$ cat src/rtl/bus_select_encoder.sv
// Registered one-hot to 5-bit bus select encoder with conflict tracking and lock/hold handshake.
// Optional build macro BUS_ENC_STRICT_EN: conflicting requests grant nothing instead of the priority winner.
module bus_select_encoder #(
    parameter logic [4:0] IDLE_CODE = 5'd31,
    parameter int         CNT_W     = 8,
    parameter int         LOCK_MAX  = 15
) (
    input  logic             clock,
    input  logic             clear,
    input  logic [23:0]      out_req,
    input  logic             bus_lock,
    output logic [4:0]       BusMuxControl,
    output logic             bus_valid,
    output logic             conflict,
    output logic             conflict_sticky,
    output logic [CNT_W-1:0] conflict_count,
    output logic             lock_timeout
);

    typedef enum logic [1:0] {S_IDLE, S_DRIVE, S_LOCKED} state_t;

    localparam logic [7:0]       LOCK_MAX_C = 8'(LOCK_MAX);
    localparam logic [CNT_W-1:0] CNT_ONE    = {{(CNT_W-1){1'b0}}, 1'b1};

    state_t           r_state, w_state_nxt;
    logic [4:0]       r_code, w_code_nxt;
    logic [7:0]       r_lock_cnt, w_lock_cnt_nxt;
    logic             r_lock_blk, w_lock_blk_nxt;
    logic             r_conflict, r_sticky, r_timeout;
    logic [CNT_W-1:0] r_conf_cnt;
    logic [4:0]       w_winner;
    logic             w_any, w_multi, w_grant_ok, w_timeout;

    // Ascending scan: the last set bit seen is the highest index, i.e. highest priority.
    always_comb begin
        w_winner = 5'd0;
        for (int i = 0; i < 24; i++)
            if (out_req[i]) w_winner = 5'(i);
    end

    assign w_any   = |out_req;
    assign w_multi = (out_req & (out_req - 24'd1)) != 24'd0;

`ifdef BUS_ENC_STRICT_EN
    assign w_grant_ok = w_any & ~w_multi;
`else
    assign w_grant_ok = w_any;
`endif

    always_comb begin
        w_state_nxt    = r_state;
        w_code_nxt     = r_code;
        w_lock_cnt_nxt = r_lock_cnt;
        // A timeout blocks re-locking until bus_lock has been seen low.
        w_lock_blk_nxt = r_lock_blk & bus_lock;
        w_timeout      = 1'b0;
        case (r_state)
            S_IDLE: begin
                if (w_grant_ok) begin
                    w_state_nxt = S_DRIVE;
                    w_code_nxt  = w_winner;
                end else begin
                    w_code_nxt  = IDLE_CODE;
                end
            end
            S_DRIVE: begin
                if (bus_lock && !r_lock_blk) begin
                    w_state_nxt    = S_LOCKED;
                    w_lock_cnt_nxt = 8'd1;
                end else if (w_grant_ok) begin
                    w_code_nxt  = w_winner;
                end else begin
                    w_state_nxt = S_IDLE;
                    w_code_nxt  = IDLE_CODE;
                end
            end
            S_LOCKED: begin
                if (!bus_lock) begin
                    w_lock_cnt_nxt = 8'd0;
                    if (w_grant_ok) begin
                        w_state_nxt = S_DRIVE;
                        w_code_nxt  = w_winner;
                    end else begin
                        w_state_nxt = S_IDLE;
                        w_code_nxt  = IDLE_CODE;
                    end
                end else if (r_lock_cnt >= LOCK_MAX_C) begin
                    w_state_nxt    = S_IDLE;
                    w_code_nxt     = IDLE_CODE;
                    w_lock_cnt_nxt = 8'd0;
                    w_lock_blk_nxt = 1'b1;
                    w_timeout      = 1'b1;
                end else begin
                    w_lock_cnt_nxt = r_lock_cnt + 8'd1;
                end
            end
            default: begin
                w_state_nxt    = S_IDLE;
                w_code_nxt     = IDLE_CODE;
                w_lock_cnt_nxt = 8'd0;
            end
        endcase
    end

    always_ff @(posedge clock or negedge clear) begin
        if (!clear) begin
            r_state    <= S_IDLE;
            r_code     <= IDLE_CODE;
            r_lock_cnt <= 8'd0;
            r_lock_blk <= 1'b0;
            r_conflict <= 1'b0;
            r_sticky   <= 1'b0;
            r_conf_cnt <= '0;
            r_timeout  <= 1'b0;
        end else begin
            r_state    <= w_state_nxt;
            r_code     <= w_code_nxt;
            r_lock_cnt <= w_lock_cnt_nxt;
            r_lock_blk <= w_lock_blk_nxt;
            r_conflict <= w_multi;
            r_sticky   <= r_sticky | w_multi;
            r_timeout  <= w_timeout;
            if (w_multi && (r_conf_cnt != '1))
                r_conf_cnt <= r_conf_cnt + CNT_ONE;
        end
    end

    assign BusMuxControl   = r_code;
    assign bus_valid       = (r_code != IDLE_CODE);
    assign conflict        = r_conflict;
    assign conflict_sticky = r_sticky;
    assign conflict_count  = r_conf_cnt;
    assign lock_timeout    = r_timeout;

endmodule

$ cat config.mk
export PLATFORM = sky130hd
export DESIGN_NAME = bus_select_encoder
export DESIGN_NICKNAME = d
export VERILOG_FILES = /design/src/rtl/bus_select_encoder.sv
export SDC_FILE = /design/constraint.sdc
export NUM_CORES = 1
export LEC_CHECK = 0
export ABC_AREA = 1
export CELL_PAD_IN_SITES_DETAIL_PLACEMENT = 0
export CELL_PAD_IN_SITES_GLOBAL_PLACEMENT = 1
export CORE_MARGIN = 3
export CORE_UTILIZATION = 36
export CTS_CLUSTER_SIZE = 30
export DETAILED_ROUTE_END_ITERATION = 10
export GPL_TIMING_DRIVEN = 0
export PLACE_DENSITY_LB_ADDON = 0.1
export SLEW_MARGIN = 0
export SYNTH_ARGS = -nofsm -noshare
export SYNTH_HDL_FRONTEND = slang
export SYNTH_SLANG_ARGS = --single-unit
$ cat constraint.sdc
create_clock -name clock -period 2.18 [get_ports clock]
set_input_delay 0.327 -clock clock [delete_from_list [all_inputs] [get_ports clock]]
set_output_delay 0.327 -clock clock [all_outputs]
set_load 0.01 [all_outputs]
Word level (Yosys, flattened, before mapping)
Index checks and enable logic that the tools add are counted.
{ "op_classes": {"n_eq_ne": 9, "reduce_logical": 9, "n_bitwise": 4, "n_lt_le_gt_ge": 1, "muxes": 45, "addsub": 3} }
{ "op_table": {"columns": ["operator", "n"], "rows": [
  ["5-bit two-way mux", 25],
  ["24-bit AND", 1],
  ["8-bit two-way mux", 3],
  ["8-bit one-hot mux with 3 select lines", 1],
  ["24-bit nonzero test", 1],
  ["24-bit OR reduction", 1],
  ["24-bit by 1-bit subtractor with 24-bit output (second input constant)", 1],
  ["8-bit by 1-bit adder with 8-bit output (second input constant)", 2],
  ["5-bit one-hot mux with 3 select lines", 1],
  ["2-bit two-way mux", 6],
  ["8-bit by 4-bit greater-or-equal comparator with 1-bit output (second input constant)", 1],
  ["1-bit two-way mux", 8],
  ["8-bit != test (second input constant)", 1],
  ["2-bit != test (second input constant)", 3],
  ["3-bit != test (second input constant)", 2],
  ["2-bit one-hot mux with 3 select lines", 1],
  ["5-bit != test (second input constant)", 1],
  ["2-bit AND reduction", 2],
  ["3-bit AND reduction", 1],
  ["2-bit by 1-bit equality test with 1-bit output (second input constant)", 1],
  ["2-bit equality test (second input constant)", 1],
  ["1-bit logical AND", 2],
  ["2-bit zero test", 1],
  ["1-bit AND", 1],
  ["3 further kinds", 3]
]} }
{ "totals": {"register_bits": 27, "word_cells": 79} }

Logic depth before layout (Yosys ltp)
{ "logic_depth": {"word_depth": 26, "mapped_depth": 21, "mapped_depth_nobuf": 21} }

Least setup slack after synthesis
No wires, ideal clock.
{ "synth_path": {"kind": "in2reg", "startpoint": "in out_req[0]", "endpoint": "reg r_sticky (netlist: conflict_sticky)", "required_ps": 2056, "setup_time_ps": 124, "path_stages": 14, "arrival_ps": 1689, "path_buffers": 1, "path_slack_ps": 367, "path_cell_list": "nor2_2 -> nand2_2 -> nor2_4 -> nand2_4 -> nor2_4 -> nand2_1 -> nand2_1 -> o21ai_1 -> a221oi_2 -> nand2_1 -> nor2_2 -> nand3b_2 -> buf_6 -> or2_1"} }
{ "synth_via": {"elab_chain_len": 4} }
{ "synth_lines": {"columns": ["item", "line", "text"], "rows": [
  ["from (decl)", "10", "input logic [23:0] out_req,"],
  ["24-bit by 1-bit subtractor with 24-bit output", "42", "assign w_multi = (out_req & (out_req - 24'd1)) != 24'd0;"],
  ["24-bit AND (*)", "42", null],
  ["24-bit nonzero test (*)", "42", null],
  ["named net w_multi", "32", "logic w_any, w_multi, w_grant_ok, w_timeout;"],
  ["1-bit OR (*)", "121", "r_sticky <= r_sticky | w_multi;"],
  ["to (signal assigned)", "121", null],
  ["to (decl)", "29", "logic r_conflict, r_sticky, r_timeout;"]
]} }
Mark *: on every way through the listed nets, which the timed path passes. The rest lies on a longest branch.
A chain may end at the register's enable or synchronous reset.

Worst setup path in the final report
{ "layout_path": {"startpoint": "in out_req[12]", "endpoint": "reg r_sticky (netlist: conflict_sticky)"} }
Same word-level chain as after synthesis.

==> run_results.csv <==
group,metric,value,unit
outcome,outcome,"complete, no violations",
logic_synthesis,netlist.top_cell.by_area,"dfrtp_1",
sta,max_freq,479,MHz
logic_synthesis,yosysSeqAreaShare,0.350,
worst_setup_path,arrival_time_of_the_worst_setup_path,2.26,ns
route,avgViaCountPerCell,4.73,
worst_setup_path,critical_path.startpoint_type,"input pin",
cells_and_area,syn2layout_area_growth,40.6,%
floorplan,total_die_area,6330,µm²
pwr,worst_ir_drop_vdd,0.000317,V
logic_synthesis,synth_enable_flop_cells,0,
cts,tritoncts_num_sinks,27,
sta,total_negative_slack_for_setup_checks,0,ns
pwr,power.net_switching,0.654,mW
logic_synthesis,postSynth.asyncResetShare,1.00,
sta,slew_violations,0,
logic_synthesis,largest_cells_by_area_after_synthesis,"dfrtp_1, nand2_1, inv_1, dfstp_2, nor2_1",
placement,hpwl,3.59,mm
logic_synthesis,synth_top_family_by_area,"simple AND/OR/NAND/NOR gates",
global_routing,grt.overflow.total,0,
logic_synthesis,synthCells,279,
floorplan,floorplan.initialDensity,0.377,
logic_synthesis,yosys.area.top_type_share,0.282,
pwr,internal-power,1.05,mW
logic_synthesis,mux_share_of_post_synthesis_cell_area,0,
sta,timing.clock.skew,0.00967,ns
worst_setup_path,end_kind,"register",
cts,postCtsHoldBufs,0,
cells_and_area,finalNetCount,375,
route,detail_route.drc_violations,0,
pwr,seq_power_share,0.393,
floorplan,die_h,79.6,µm
worst_setup_path,regToRegSetupSlack,0.19,ns
sta,hold_ws,0.0475,ns
worst_setup_path,setup.worst_path.class,"in2reg",
pwr,p_per_area,623,nW/µm²
placement,gp_routability_congestion,0.782,
logic_synthesis,yosysWarningCount,0,
worst_setup_path,path_max_fanout,5,
sta,final.period_utilization,0.957,
sta,setup_viol,0,
logic_synthesis,synth_simple_gate_area_frac,0.342,
pwr,total_leakage_power,1.44,nW
floorplan,boundary_pin_count,44,
pwr,combinational_cell_fraction_of_total_power,0.437,
worst_setup_path,ff2ff_path_depth,12,
route,detail_route.wirelength,4.81,mm
worst_setup_path,crit_required,2.35,ns
logic_synthesis,synthXorXnorAreaFrac,0.0315,
cts,cts_inserted_buffers,3,
logic_synthesis,synthDistinctLibCells,36,
logic_synthesis,post_synth.cell_area_avg,6.99,µm²
cts,clock_tree_from_tritoncts,"built",
route,detailroute.via_count,1943,
logic_synthesis,synth_commonest_cells,"nand2_1, inv_1, nor2_1, dfrtp_1, nand3_1",
cts,ctsRootBufferMaster,"clkbuf_8",
pwr,clock_power_share,0.170,
sta,slew_headroom,0.601,
cells_and_area,drive_above_1_share,0.185,
placement,portBuffers,43,
logic_synthesis,synthesis.area,1950,µm²
pwr,switching_share,0.383,
logic_synthesis,synth_compound_area_frac,0.131,
global_routing,global_route.usage.total,0.153,
worst_setup_path,regToRegStartpoint,"r_state[0]",
cells_and_area,diodes,0,
logic_synthesis,post_synthesis_share_of_cell_area_spent_on_full_adders_half_adders_and_majority_gates,0.0436,
global_routing,antenna_found_initial,0,
cts,clock_insertion_delay_worst_skew,0.28,ns
cts,clkSlewWorstSetupHoldPaths,0.10,ns
floorplan,core_area,5170,µm²
route,post_drt_antenna_nets,0,
logic_synthesis,synth.ff_latch_count,27,
route,wl_per_cell,11.7,µm
cts,cts.path.max_buffers,2,
global_routing,vias_in_the_first_global_route,1832,
logic_synthesis,synth_flop_cell,"dfrtp_1",
global_routing,wire_length_of_the_first_global_routing_pass,7.90,mm
floorplan,row_count,26,
floorplan,die_w,79.6,µm
min_path,min-delay-path-class,"in2async",
worst_setup_path,reg_to_reg_critical_path_endpoint,"BusMuxControl[2]",
route,dr.first_iter.drc_count,54,
sta,timing_worst_slew_pin_value,0.596,ns
sta,report.final.hold_viol_count,0,
route,firstDrtPassIters,4,
run,max_cap_violations,0,
logic_synthesis,yosysMostFrequentCell,"nand2_1",
global_routing,grt_max_degree,28,
cts,cts.htree.levels,1,
sta,period_minus_slack,2.09,ns
logic_synthesis,syn-num-nets,312,
[metrics by stage]
stage	cell area (µm²)	worst slack, ns	instances	util	power, mW
5_1_grt	2740	-0.0318	411	0.530	1.85
3_5_place_dp	2470	-0.379	392	0.477	1.40
3_3_place_gp	2470	-0.366	392	0.477	1.40
2_1_floorplan	1950	0.367	279	-	1.12
6_report	2740	0.0944	411	0.530	1.71
4_1_cts	2530	0.000824	396	0.489	1.71
[flip-flops by register name, indices dropped and copies added, names as in the netlist]
register and flops:
lock_timeout 1, r_lock_blk 1, conflict_sticky 1, BusMuxControl 5
conflict 1, r_state 2, r_lock_cnt 8, conflict_count 8
[cell families (layout without fill, tap and decap cells)]
kind of cell,count (synthesis),in the layout
AOI/OAI and AO/OA,43,43
xor gates and xnor gates,7,7
adders and majority gates,7,7
buffers and inverters,51,113
DFF,27,27
and+or+nand+nor,144,144
[timing repair]
action	CTS	global route
cloned	0	1
gates resized for setup	6	36
buffers inserted	0	14
pin swaps	1	13
setup endpoints to repair	9	17
hold endpoints to repair	0	0
[layer usage]
layer	wire length, µm	global-route usage
met4	32	0.0412
met2	2290	0.257
met1	2330	0.209
met5	0	0
met3	162	0.0169
[worst max path at each step]
stage                start               to  slack [ns]  depth (start not counted)
4_1_cts         out_req[3]  conflict_sticky      0.0008                         15
3_3_place_gp   out_req[13]  conflict_sticky       -0.37                         13
6_report       out_req[12]  conflict_sticky        0.09                         13
2_1_floorplan   out_req[0]  conflict_sticky        0.37                         14
5_1_grt        out_req[12]  conflict_sticky       -0.03                         13
3_5_place_dp   out_req[14]  conflict_sticky       -0.38                         13
[final cells by class]
type / count / area (µm²)
Fill cell: 520 / 2430
Multi-Input combinational cell: 201 / 1150
Sequential cell: 27 / 682
Timing Repair Buffer: 58 / 572
Inverter: 50 / 188
Tap cell: 70 / 87.6
Clock buffer: 3 / 41.3
Buffer: 1 / 11.3
Clock inverter: 1 / 7.51
[power groups by stage]
stage               combinational, mW  sequential, mW  clock, mW
floorplan                       0.430           0.690          0
detailed placement              0.715           0.684          0
CTS                             0.723           0.672      0.313
global placement                0.718           0.679          0
finish                          0.747           0.671      0.290
global route                    0.845           0.682      0.328
[placed cells by master, fill, tap and decap left out, types with 4 or more instances in the layout]
cell type / count
a21oi_1: 12
clkdlybuf4s50_1: 26
nor2_1: 21
dlymetal6s2s_1: 15
buf_4: 14
nand2_1: 66
inv_2: 7
dfstp_2: 5
o21ai_0: 12
dfrtp_1: 22
inv_1: 43
nand3_1: 16
nor2_4: 7
nor3_1: 5
xor2_1: 6
nor2_2: 9
nand4_1: 6
a31oi_1: 5
o21ai_1: 4
ha_1: 6
[worst max-delay path, cell delays in order]
cell and delay [ns]:
clkdlybuf4s50_1 0.49, nor2_4 0.16, nand2_1 0.11, nor2_4 0.13, nand2_4 0.08, inv_2 0.07
nand3_2 0.07, o21ai_1 0.13, nand2_1 0.08, a21oi_2 0.16, nand3b_4 0.12, buf_6 0.14
or2_1 0.19
(Power assumes the default switching activity.)
